===== src/rtl/imm_pkg.sv =====
// Shared types and opcode constants for the immediate-generation stage.
// The result struct carries a full 64-bit immediate; RV32 users keep the low half.
package imm_pkg;

    localparam int MAX_XLEN = 64;

    typedef enum logic [2:0] {
        FMT_I    = 3'd0,
        FMT_S    = 3'd1,
        FMT_B    = 3'd2,
        FMT_J    = 3'd3,
        FMT_U    = 3'd4,
        FMT_CSR  = 3'd5,
        FMT_CSRI = 3'd6,
        FMT_NONE = 3'd7
    } imm_fmt_e;

    localparam logic [6:0] OP_LOAD   = 7'b0000011;
    localparam logic [6:0] OP_IMM    = 7'b0010011;
    localparam logic [6:0] OP_IMM32  = 7'b0011011;
    localparam logic [6:0] OP_STORE  = 7'b0100011;
    localparam logic [6:0] OP_BRANCH = 7'b1100011;
    localparam logic [6:0] OP_JAL    = 7'b1101111;
    localparam logic [6:0] OP_JALR   = 7'b1100111;
    localparam logic [6:0] OP_LUI    = 7'b0110111;
    localparam logic [6:0] OP_AUIPC  = 7'b0010111;
    localparam logic [6:0] OP_SYSTEM = 7'b1110011;
    localparam logic [6:0] OP_FENCE  = 7'b0001111;
    localparam logic [6:0] OP_REG    = 7'b0110011;
    localparam logic [6:0] OP_REG32  = 7'b0111011;

    typedef struct packed {
        logic [MAX_XLEN-1:0] imm;
        logic [4:0]          zimm;
        imm_fmt_e            fmt;
        logic                illegal;
    } imm_res_t;

    localparam imm_res_t RES_EMPTY = '{imm: '0, zimm: '0, fmt: FMT_NONE, illegal: 1'b0};

endpackage


===== src/rtl/imm_decode.sv =====
// Combinational opcode-driven immediate decoder.
// Immediates are built at 64 bits; sign extension from inst[31] makes the low half correct for RV32.
module imm_decode
    import imm_pkg::*;
#(
    parameter int XLEN = 32
) (
    input  logic [31:0] i_inst,
    output imm_res_t    o_res
);

    logic [2:0]  w_funct3;
    logic [63:0] w_imm_i;
    logic [63:0] w_imm_s;
    logic [63:0] w_imm_b;
    logic [63:0] w_imm_j;
    logic [63:0] w_imm_u;
    logic [63:0] w_imm_csr;

    assign w_funct3  = i_inst[14:12];
    assign w_imm_i   = {{52{i_inst[31]}}, i_inst[31:20]};
    assign w_imm_s   = {{52{i_inst[31]}}, i_inst[31:25], i_inst[11:7]};
    assign w_imm_b   = {{52{i_inst[31]}}, i_inst[7], i_inst[30:25], i_inst[11:8], 1'b0};
    assign w_imm_j   = {{44{i_inst[31]}}, i_inst[19:12], i_inst[20], i_inst[30:21], 1'b0};
    assign w_imm_u   = {{32{i_inst[31]}}, i_inst[31:12], 12'b0};
    assign w_imm_csr = {52'b0, i_inst[31:20]};

    always_comb begin
        o_res = RES_EMPTY;
        if (i_inst[1:0] != 2'b11) begin
            o_res.illegal = 1'b1;
        end else begin
            case (i_inst[6:0])
                OP_LOAD, OP_JALR, OP_FENCE: begin
                    o_res.fmt = FMT_I;
                    o_res.imm = w_imm_i;
                end
                OP_IMM: begin
                    o_res.fmt = FMT_I;
                    // funct3 001/101 are the shifts: the immediate is the raw shamt
                    if (w_funct3[1:0] == 2'b01) begin
                        if (XLEN == 64) begin
                            o_res.imm = {58'b0, i_inst[25:20]};
                        end else begin
                            o_res.imm     = {59'b0, i_inst[24:20]};
                            o_res.illegal = i_inst[25];
                        end
                    end else begin
                        o_res.imm = w_imm_i;
                    end
                end
                OP_IMM32: begin
                    if (XLEN == 64) begin
                        o_res.fmt = FMT_I;
                        o_res.imm = w_imm_i;
                    end else begin
                        o_res.illegal = 1'b1;
                    end
                end
                OP_STORE: begin
                    o_res.fmt = FMT_S;
                    o_res.imm = w_imm_s;
                end
                OP_BRANCH: begin
                    o_res.fmt = FMT_B;
                    o_res.imm = w_imm_b;
                end
                OP_JAL: begin
                    o_res.fmt = FMT_J;
                    o_res.imm = w_imm_j;
                end
                OP_LUI, OP_AUIPC: begin
                    o_res.fmt = FMT_U;
                    o_res.imm = w_imm_u;
                end
                OP_SYSTEM: begin
                    if (w_funct3 != 3'b000) begin
                        o_res.imm = w_imm_csr;
                        if (w_funct3[2]) begin
                            o_res.fmt  = FMT_CSRI;
                            o_res.zimm = i_inst[19:15];
                        end else begin
                            o_res.fmt = FMT_CSR;
                        end
                    end
                end
                OP_REG: begin
                    o_res.fmt = FMT_NONE;
                end
                OP_REG32: begin
                    o_res.illegal = (XLEN != 64);
                end
                default: begin
                    o_res.illegal = 1'b1;
                end
            endcase
        end
    end

endmodule


===== src/rtl/imm_gen_pipe.sv =====
// Handshaked immediate-generation stage: decoder feeding an OUT register plus one skid entry.
// in_ready depends only on the skid flag, so out_ready never reaches it combinationally.
module imm_gen_pipe
    import imm_pkg::*;
#(
    parameter int XLEN  = 32,
    parameter int TAG_W = 32,
    parameter int CNT_W = 16
) (
    input  logic             clk,
    input  logic             rst_n,
    input  logic             flush,
    input  logic             in_valid,
    output logic             in_ready,
    input  logic [31:0]      in_inst,
    input  logic [TAG_W-1:0] in_tag,
    output logic             out_valid,
    input  logic             out_ready,
    output logic [XLEN-1:0]  out_imm,
    output logic [4:0]       out_zimm,
    output logic [2:0]       out_fmt,
    output logic             out_illegal,
    output logic [TAG_W-1:0] out_tag,
    output logic [CNT_W-1:0] illegal_cnt
);

    imm_res_t         w_dec;
    imm_res_t         r_out;
    imm_res_t         r_skid;
    logic [TAG_W-1:0] r_out_tag;
    logic [TAG_W-1:0] r_skid_tag;
    logic             r_out_v;
    logic             r_skid_v;
    logic [CNT_W-1:0] r_cnt;
    logic             w_accept;
    logic             w_out_adv;
    logic             w_pop;
    logic             w_unused_imm;

    imm_decode #(.XLEN(XLEN)) u_decode (
        .i_inst (in_inst),
        .o_res  (w_dec)
    );

    assign in_ready  = !r_skid_v;
    assign w_accept  = in_valid && !r_skid_v;
    assign w_out_adv = !r_out_v || out_ready;
    assign w_pop     = r_out_v && out_ready;

    // Skid is only ever filled while OUT is stalled, so it always drains into OUT first.
    always_ff @(posedge clk or negedge rst_n) begin
        if (!rst_n) begin
            r_out_v    <= 1'b0;
            r_out      <= RES_EMPTY;
            r_out_tag  <= '0;
            r_skid_v   <= 1'b0;
            r_skid     <= RES_EMPTY;
            r_skid_tag <= '0;
        end else if (flush) begin
            r_out_v  <= 1'b0;
            r_skid_v <= 1'b0;
        end else if (w_out_adv) begin
            if (r_skid_v) begin
                r_out     <= r_skid;
                r_out_tag <= r_skid_tag;
                r_out_v   <= 1'b1;
                r_skid_v  <= 1'b0;
            end else if (w_accept) begin
                r_out     <= w_dec;
                r_out_tag <= in_tag;
                r_out_v   <= 1'b1;
            end else begin
                r_out_v <= 1'b0;
            end
        end else if (w_accept) begin
            r_skid     <= w_dec;
            r_skid_tag <= in_tag;
            r_skid_v   <= 1'b1;
        end
    end

    always_ff @(posedge clk or negedge rst_n) begin
        if (!rst_n) begin
            r_cnt <= '0;
        end else if (w_pop && r_out.illegal && (r_cnt != {CNT_W{1'b1}})) begin
            r_cnt <= r_cnt + 1'b1;
        end
    end

    assign w_unused_imm = ^r_out.imm;

    assign out_valid   = r_out_v;
    assign out_imm     = r_out.imm[XLEN-1:0];
    assign out_zimm    = r_out.zimm;
    assign out_fmt     = r_out.fmt;
    assign out_illegal = r_out.illegal;
    assign out_tag     = r_out_tag;
    assign illegal_cnt = r_cnt;

endmodule


===== config.mk =====
export PLATFORM = sky130hd
export DESIGN_NAME = imm_gen_pipe
export DESIGN_NICKNAME = d
export VERILOG_FILES = /design/src/rtl/imm_pkg.sv /design/src/rtl/imm_decode.sv /design/src/rtl/imm_gen_pipe.sv
export SDC_FILE = /design/constraint.sdc
export NUM_CORES = 1
export LEC_CHECK = 0
export CORE_ASPECT_RATIO = 1.75
export CORE_MARGIN = 5
export CORE_UTILIZATION = 46
export CTS_CLUSTER_DIAMETER = 120
export DETAILED_ROUTE_END_ITERATION = 16
export PLACE_DENSITY = 0.76
export SYNTH_ARGS = -nofsm -noshare
export SYNTH_HDL_FRONTEND = slang
export SYNTH_SLANG_ARGS = --single-unit
export TNS_END_PERCENT = 100

===== constraint.sdc =====
create_clock -name clk -period 1.8 [get_ports clk]
set_input_delay 0.36 -clock clk [delete_from_list [all_inputs] [get_ports clk]]
set_output_delay 0.36 -clock clk [all_outputs]
set_load 0.01 [all_outputs]

==> flow_summary.ini, run 1 <==
[place]
dp_cells = 1208
dp_hpwl_mm = 15.89
io_buffer_count = 159
gp_congestion = 0.8750

[power_and_ir_drop]
power_density_nw_per_um2 = 962.6
power.internal_uw = 7436
power_switching_uw = 3032
power.total_uw = 10470
p_sw_frac = 0.2897
ir_drop_v = 0.0005200
leakage_uw = 0.004818
clockPowerShare = 0.353
p_comb_frac = 0.205
power_frac_seq = 0.442

[logic_synthesis]
synth_top_family_by_area = simple AND/OR/NAND/NOR gates
ys_ff_latch = 164
synth_area_per_cell_um2 = 9.355
synthMuxAreaShare = 0.04575
synth_compound_area_frac = 0.1448
synth_largest_area_cell = dfrtp_1
yosysSeqAreaShare = 0.5487
synth_common_cells = nand2_1 (207), dfrtp_1 (158), o21ai_0 (79), a31oi_1 (32), mux2i_1 (32)
synth_async_sr_flop_share = 1.000
netlist_instances = 801
synth.area.top_cells = dfrtp_1 (53%), nand2_1 (10%), o21ai_0 (5.3%)
synthFlopType = dfrtp_1
yosysMostFrequentCell = nand2_1
synth_fa_ha_area_frac = 0.001670
synth_edf_count = 0
synth.top_cell.area_share = 0.5276
synth_area_um2 = 7493
synth_nets = 871
synthSimpleGateAreaFrac = 0.2080
synth.distinct_cells = 56
synth_xor_area_frac = 0.01753
yosys_warnings = 0

[sta]
hold_violations = 0
finalSetupViolations = 0
slew_viol_final = 0
tns_ns = 0
fin_worst_skew_ns = 0.01211
min_period_ns = 1.771
worstMarginPinSlew_ns = 0.4109
fmax_ghz = 0.5646
whs_ns = 0.3920
post-route-period-util = 0.9839
slew_headroom = 0.7261

[finish]
nFillCells = 1262
areaGrowthSynthToFinish_pct = 45.12
diodes = 0
layout.nets = 1112
seqCellArea_um2 = 4114
drive_gt1_frac = 0.1744
final_util = 0.6817
multi_input_area_um2 = 3222
final_cells = 1244

[global_route]
grt.overflow.total = 0
first_global_vias = 7230
grt_pass1_wl_mm = 35.76
grt_max_degree = 49
grt.total_usage = 0.2352
antenna_found_initial = 0

[setup_path]
slowest_delay_ns = 0.55
rr_endpoint = out_imm[19]
endpoint_kind = primary output
setup.worst_path.start_class = register
crit_slowest_cell = clkdlybuf4s50_1
cp_data_required_time_ns = 1.44
crit_path_start = out_valid
crit_path_cell_trace = buf_4, clkdlybuf4s50_1
path_class = register to primary output
reg2regPathDepth = 6
crit_fanout = 3
regToRegStartpoint = out_valid
cp.arrival_ns = 1.41
r2r_setup_slack_ns = 0.06

[routing]
vias_per_cell = 5.500
drt_pass1_iterations = 4
drc = 0
wirelength_mm = 21.69
ant_nets = 0
drtIter0Drc = 359
vias = 6842
wire_per_inst_um = 17.44

[run_status]
outcome = complete, no violations

[floorplan]
rows = 61
die_w_um = 106.5
die_area_um2 = 19040
die_h_um = 178.8
ios = 160
initial_core_util = 0.4698
core_area_um2 = 15950

[clock_network]
insertion_delay_ns = 0.42
clock_path_buffers = 2
htreeDepth = 4
clock-sinks = 164
clock-root-buffer = clkbuf_16
numCtsBuffers = 17
tritoncts = built
path_clk_slew_ns = 0.07

[min_path]
hold_class = input port to async pin

[flow_run]
maxCapViolations = 0
==> final cells by class <==
cell class                      instances  area share
Inverter                                8    0.002761
Timing Repair Buffer                  275      0.2446
Multi-Input combinational cell        576      0.2963
Clock buffer                           17     0.03912
Sequential cell                       164      0.3783
Tap cell                              189     0.02175
Clock inverter                         15     0.01714
==> worst max-delay path by stage <==
stage	to	slack [ns]	cells after the start
after floorplan	out_zimm[3]	0.03	8
after global placement	r_skid[11]	-0.54	7
after detailed placement	r_skid[11]	-0.57	7
after CTS	out_fmt[0]	0.002	8
after global routing	out_imm[15]	-0.004	10
final	out_valid	0.03	2
==> registers in the layout, summed over array words and instances (netlist names) <==
signal       count
illegal_cnt     16
out_fmt          3
out_illegal      1
out_imm         32
out_tag         32
out_valid        1
out_zimm         5
r_skid          41
r_skid_tag      32
r_skid_v         1
==> routing by layer <==
metal  part of all wire  GRT usage  routed length [µm]
met1               0.38     0.2632                8308
met2               0.55     0.4474               11960
met3              0.036    0.03243                 771
met4              0.030    0.09013                 649
met5                  0          0                   0
==> critical path: cells and delay by family, from the launching register on <==
family | cells | cell delay, ns
buffers and inverters | 2 | 0.66
flip-flops | 1 | 0.34
==> cell usage in the layout, fill, tap and decap left out, drive strengths merged, types with 14 or more instances in the layout <==
cell type	Yosys	routed
clkdlybuf4s50	0	142
or3	25	25
buf	24	116
o21ai	93	93
inv	8	15
nor2	29	29
a31oi	32	32
clkbuf	29	17
dfrtp	158	158
nor3	18	18
nand2	207	207
mux2i	32	32
nand3	14	14
a21oi	28	28
==> timing repair <==
action	in CTS	in global routing
hold buffers	1	0
buffers inserted	1	2
gates resized for setup	13	17
setup endpoints to repair	20	47
endpoints found under the hold margin	26	0
pin swaps	0	3
==> metrics by stage <==
step / instance area [µm²] / setup WS (ns)
after CTS: 10790 / 0.001703
after floorplan: 7493 / 0.03396
after detailed placement: 10150 / -0.5730
final: 10870 / 0.02893
after global routing: 10870 / -0.004429
after global placement: 10150 / -0.5409
==> power by group through the flow <==
stage | Combinational, µW | Clock, µW | Sequential, µW
global placement | 2100 | 0 | 4680
finish | 2140 | 3700 | 4630
detailed placement | 2140 | 0 | 4700
global route | 2360 | 3900 | 4700
floorplan | 708 | 0 | 4770
CTS | 2170 | 3750 | 4630
==> kinds of logic (layout without fill, tap and decap cells) <==
family	count (synthesis)	after routing
simple gates	339	339
compound gates	187	187
flops	164	164
buf+inv	61	315
mux	34	34
xor+xnor	15	15
fa+ha+maj	1	1
(Power assumes the default switching activity.)
==> inputs of run 2 (changes only) <==
--- a/config.mk
+++ b/config.mk
@@ -13,2 +13,3 @@
 export PLACE_DENSITY = 0.76
+export SETUP_SLACK_MARGIN = 0.05
 export SYNTH_ARGS = -nofsm -noshare
--- a/constraint.sdc
+++ b/constraint.sdc
@@ -3,2 +3,2 @@
 set_output_delay 0.36 -clock clk [all_outputs]
-set_load 0.01 [all_outputs]
+set_load 0.1 [all_outputs]
==> flow_summary.ini, run 2 (synthesis results as in run 1) <==
[routing]
drtIter0Drc = 320
drt_pass1_iterations = 5
met3RoutedLength_um = 836
ant_nets = 0
wire_per_inst_um = 18.63
vias = 6984
route.met2.wl_mm = 12.93
wirelength_mm = 22.95
drc = 0
top_layer_used = met4
wl_met1_mm = 8.315
vias_per_cell = 5.669

[power_and_ir_drop]
clockPowerShare = 0.265
p_sw_frac = 0.3923
power_density_nw_per_um2 = 1113
p_comb_frac = 0.370
leakage_uw = 0.005189
power_frac_seq = 0.365
power.total_uw = 13310
power_switching_uw = 5222
power.internal_uw = 8089
ir_drop_v = 0.0008133

[sta]
post-route-period-util = 1.001
timing.final.ws_setup_ns = -0.001507
worstMarginPinSlew_ns = 0.5012
slew_headroom = 0.6659
slew_viol_final = 0
min_period_ns = 1.802
finalSetupViolations = 1
hold_violations = 0
fmax_ghz = 0.5551
fin_worst_skew_ns = 0.01409
rsz0062_at_grt = true

[place]
gp_congestion = 0.9501
dp_cells = 1184
dp_hpwl_mm = 16.19
placed_cell_area_um2 = 11010
io_buffer_count = 159

[finish]
seqCellArea_um2 = 4173
regMostFlops = r_skid
fin_area_um2 = 11960
final_cells = 1232
largest_register_ffs = 41
final_cell_mix = nand2_1 (205), dfrtp_1 (139), buf_12 (106)
drive_gt1_frac = 0.2985
final_util = 0.7499
layout.nets = 1099
multi_input_area_um2 = 3413
nFillCells = 1044
areaGrowthSynthToFinish_pct = 59.64
layout_commonest_cell = nand2_1

[floorplan]
rows = 61
core_area_um2 = 15950
die_area_um2 = 19040
die_h_um = 178.8
ios = 160
initial_core_util = 0.4698
die_w_um = 106.5

[min_path]
hold_class = input port to async pin

[setup_path]
regToRegStartpoint = out_valid
cp_data_required_time_ns = 2.09
crit_fanout = 21
path_class = register to register
endpoint_kind = register
reg2regPathDepth = 6
rr_endpoint = out_imm[29]
r2r_setup_slack_ns = -0.002
cp.arrival_ns = 2.09
setup.worst_path.start_class = register

[global_route]
first_global_vias = 7377
grt.total_usage = 0.2436
grt_pass1_wl_mm = 36.76
grt_max_degree = 66
grt.overflow.total = 0
antenna_found_initial = 1

[clock_network]
numCtsBuffers = 17
clock-sinks = 164
clock-root-buffer = clkbuf_16
insertion_delay_ns = 0.42
htreeDepth = 4
tritoncts = built
path_clk_slew_ns = 0.07
clock_path_buffers = 2

[run_status]
violations = setup timing
outcome = finished, violations left

[flow_run]
maxCapViolations = 0
[run 2: cell types whose count changed in the layout (fill, tap and decap cells not counted), moves of 9 or more]
cell	before	now
dfrtp_4	0	15
o21ai_0	79	20
dfrtp_1	156	139
buf_4	100	82
a21oi_2	0	14
dlygate4sd2_1	9	0
clkdlybuf4s50_1	142	65
a21oi_1	28	14
o21ai_1	11	68
buf_12	15	106
[run 2: area by class of cell]
type,count,area share
inverter,8,0.002719
clock buffer,17,0.03556
multi-input combinational,576,0.2853
antenna,1,0.0002092
timing repair buffer,262,0.2951
tap,189,0.01977
clock inverter,15,0.01255
sequential,164,0.3488
[run 2: stage by stage]
stage	TNS, ns	hold slack, ns	setup WS [ns]
floorplan	-4.320	0.06441	-0.1590
global placement	-41.08	0.3234	-0.3547
detailed placement	-44.01	0.3275	-0.4093
CTS	-0.01185	0.4417	-0.007541
global route	-0.9899	0.4847	-0.05886
finish	-0.001507	0.4532	-0.001507
[run 2: worst max path at each step]
stage	startpoint	to	slack (ns)
floorplan	out_valid	out_imm[14]	-0.16
global placement	out_ready	out_imm[27]	-0.35
detailed placement	out_ready	out_imm[12]	-0.41
CTS	out_valid	out_imm[12]	-0.008
global route	out_valid	out_imm[9]	-0.06
finish	out_valid	out_imm[29]	-0.002
[run 2: critical path: stages (launching register included)]
cell	delay, ns
dfrtp_4	0.47
nor2b_4	0.13
or3_4	0.43
buf_12	0.18
or3_1	0.33
o21ai_1	0.09
a31oi_1	0.05
[run 2: layer usage]
metal | vias to the layer above | global-route usage
li1 | 3245 | -
met1 | 3430 | 0.2644
met2 | 248 | 0.4608
met3 | 61 | 0.02955
met4 | 0 | 0.1227
met5 | - | 0
[run 2: power by group through the flow]
stage                     clock network (µW)  logic [µW]  registers, µW
after floorplan                            0         781           6820
after global placement                     0        4730           4900
after detailed placement                   0        4800           4940
after CTS                               3590        4840           4880
after global routing                    3740        5130           4920
final                                   3530        4920           4860
[run 2: what timing repair did]
item / CTS / global route
hold endpoints to repair: 34 / 0
setup endpoints to repair: 40 / 111
hold buffers: 1 / 0
cloned: 2 / 1
buffers inserted: 3 / 8
pin swaps: 0 / 8
resized for setup: 13 / 55
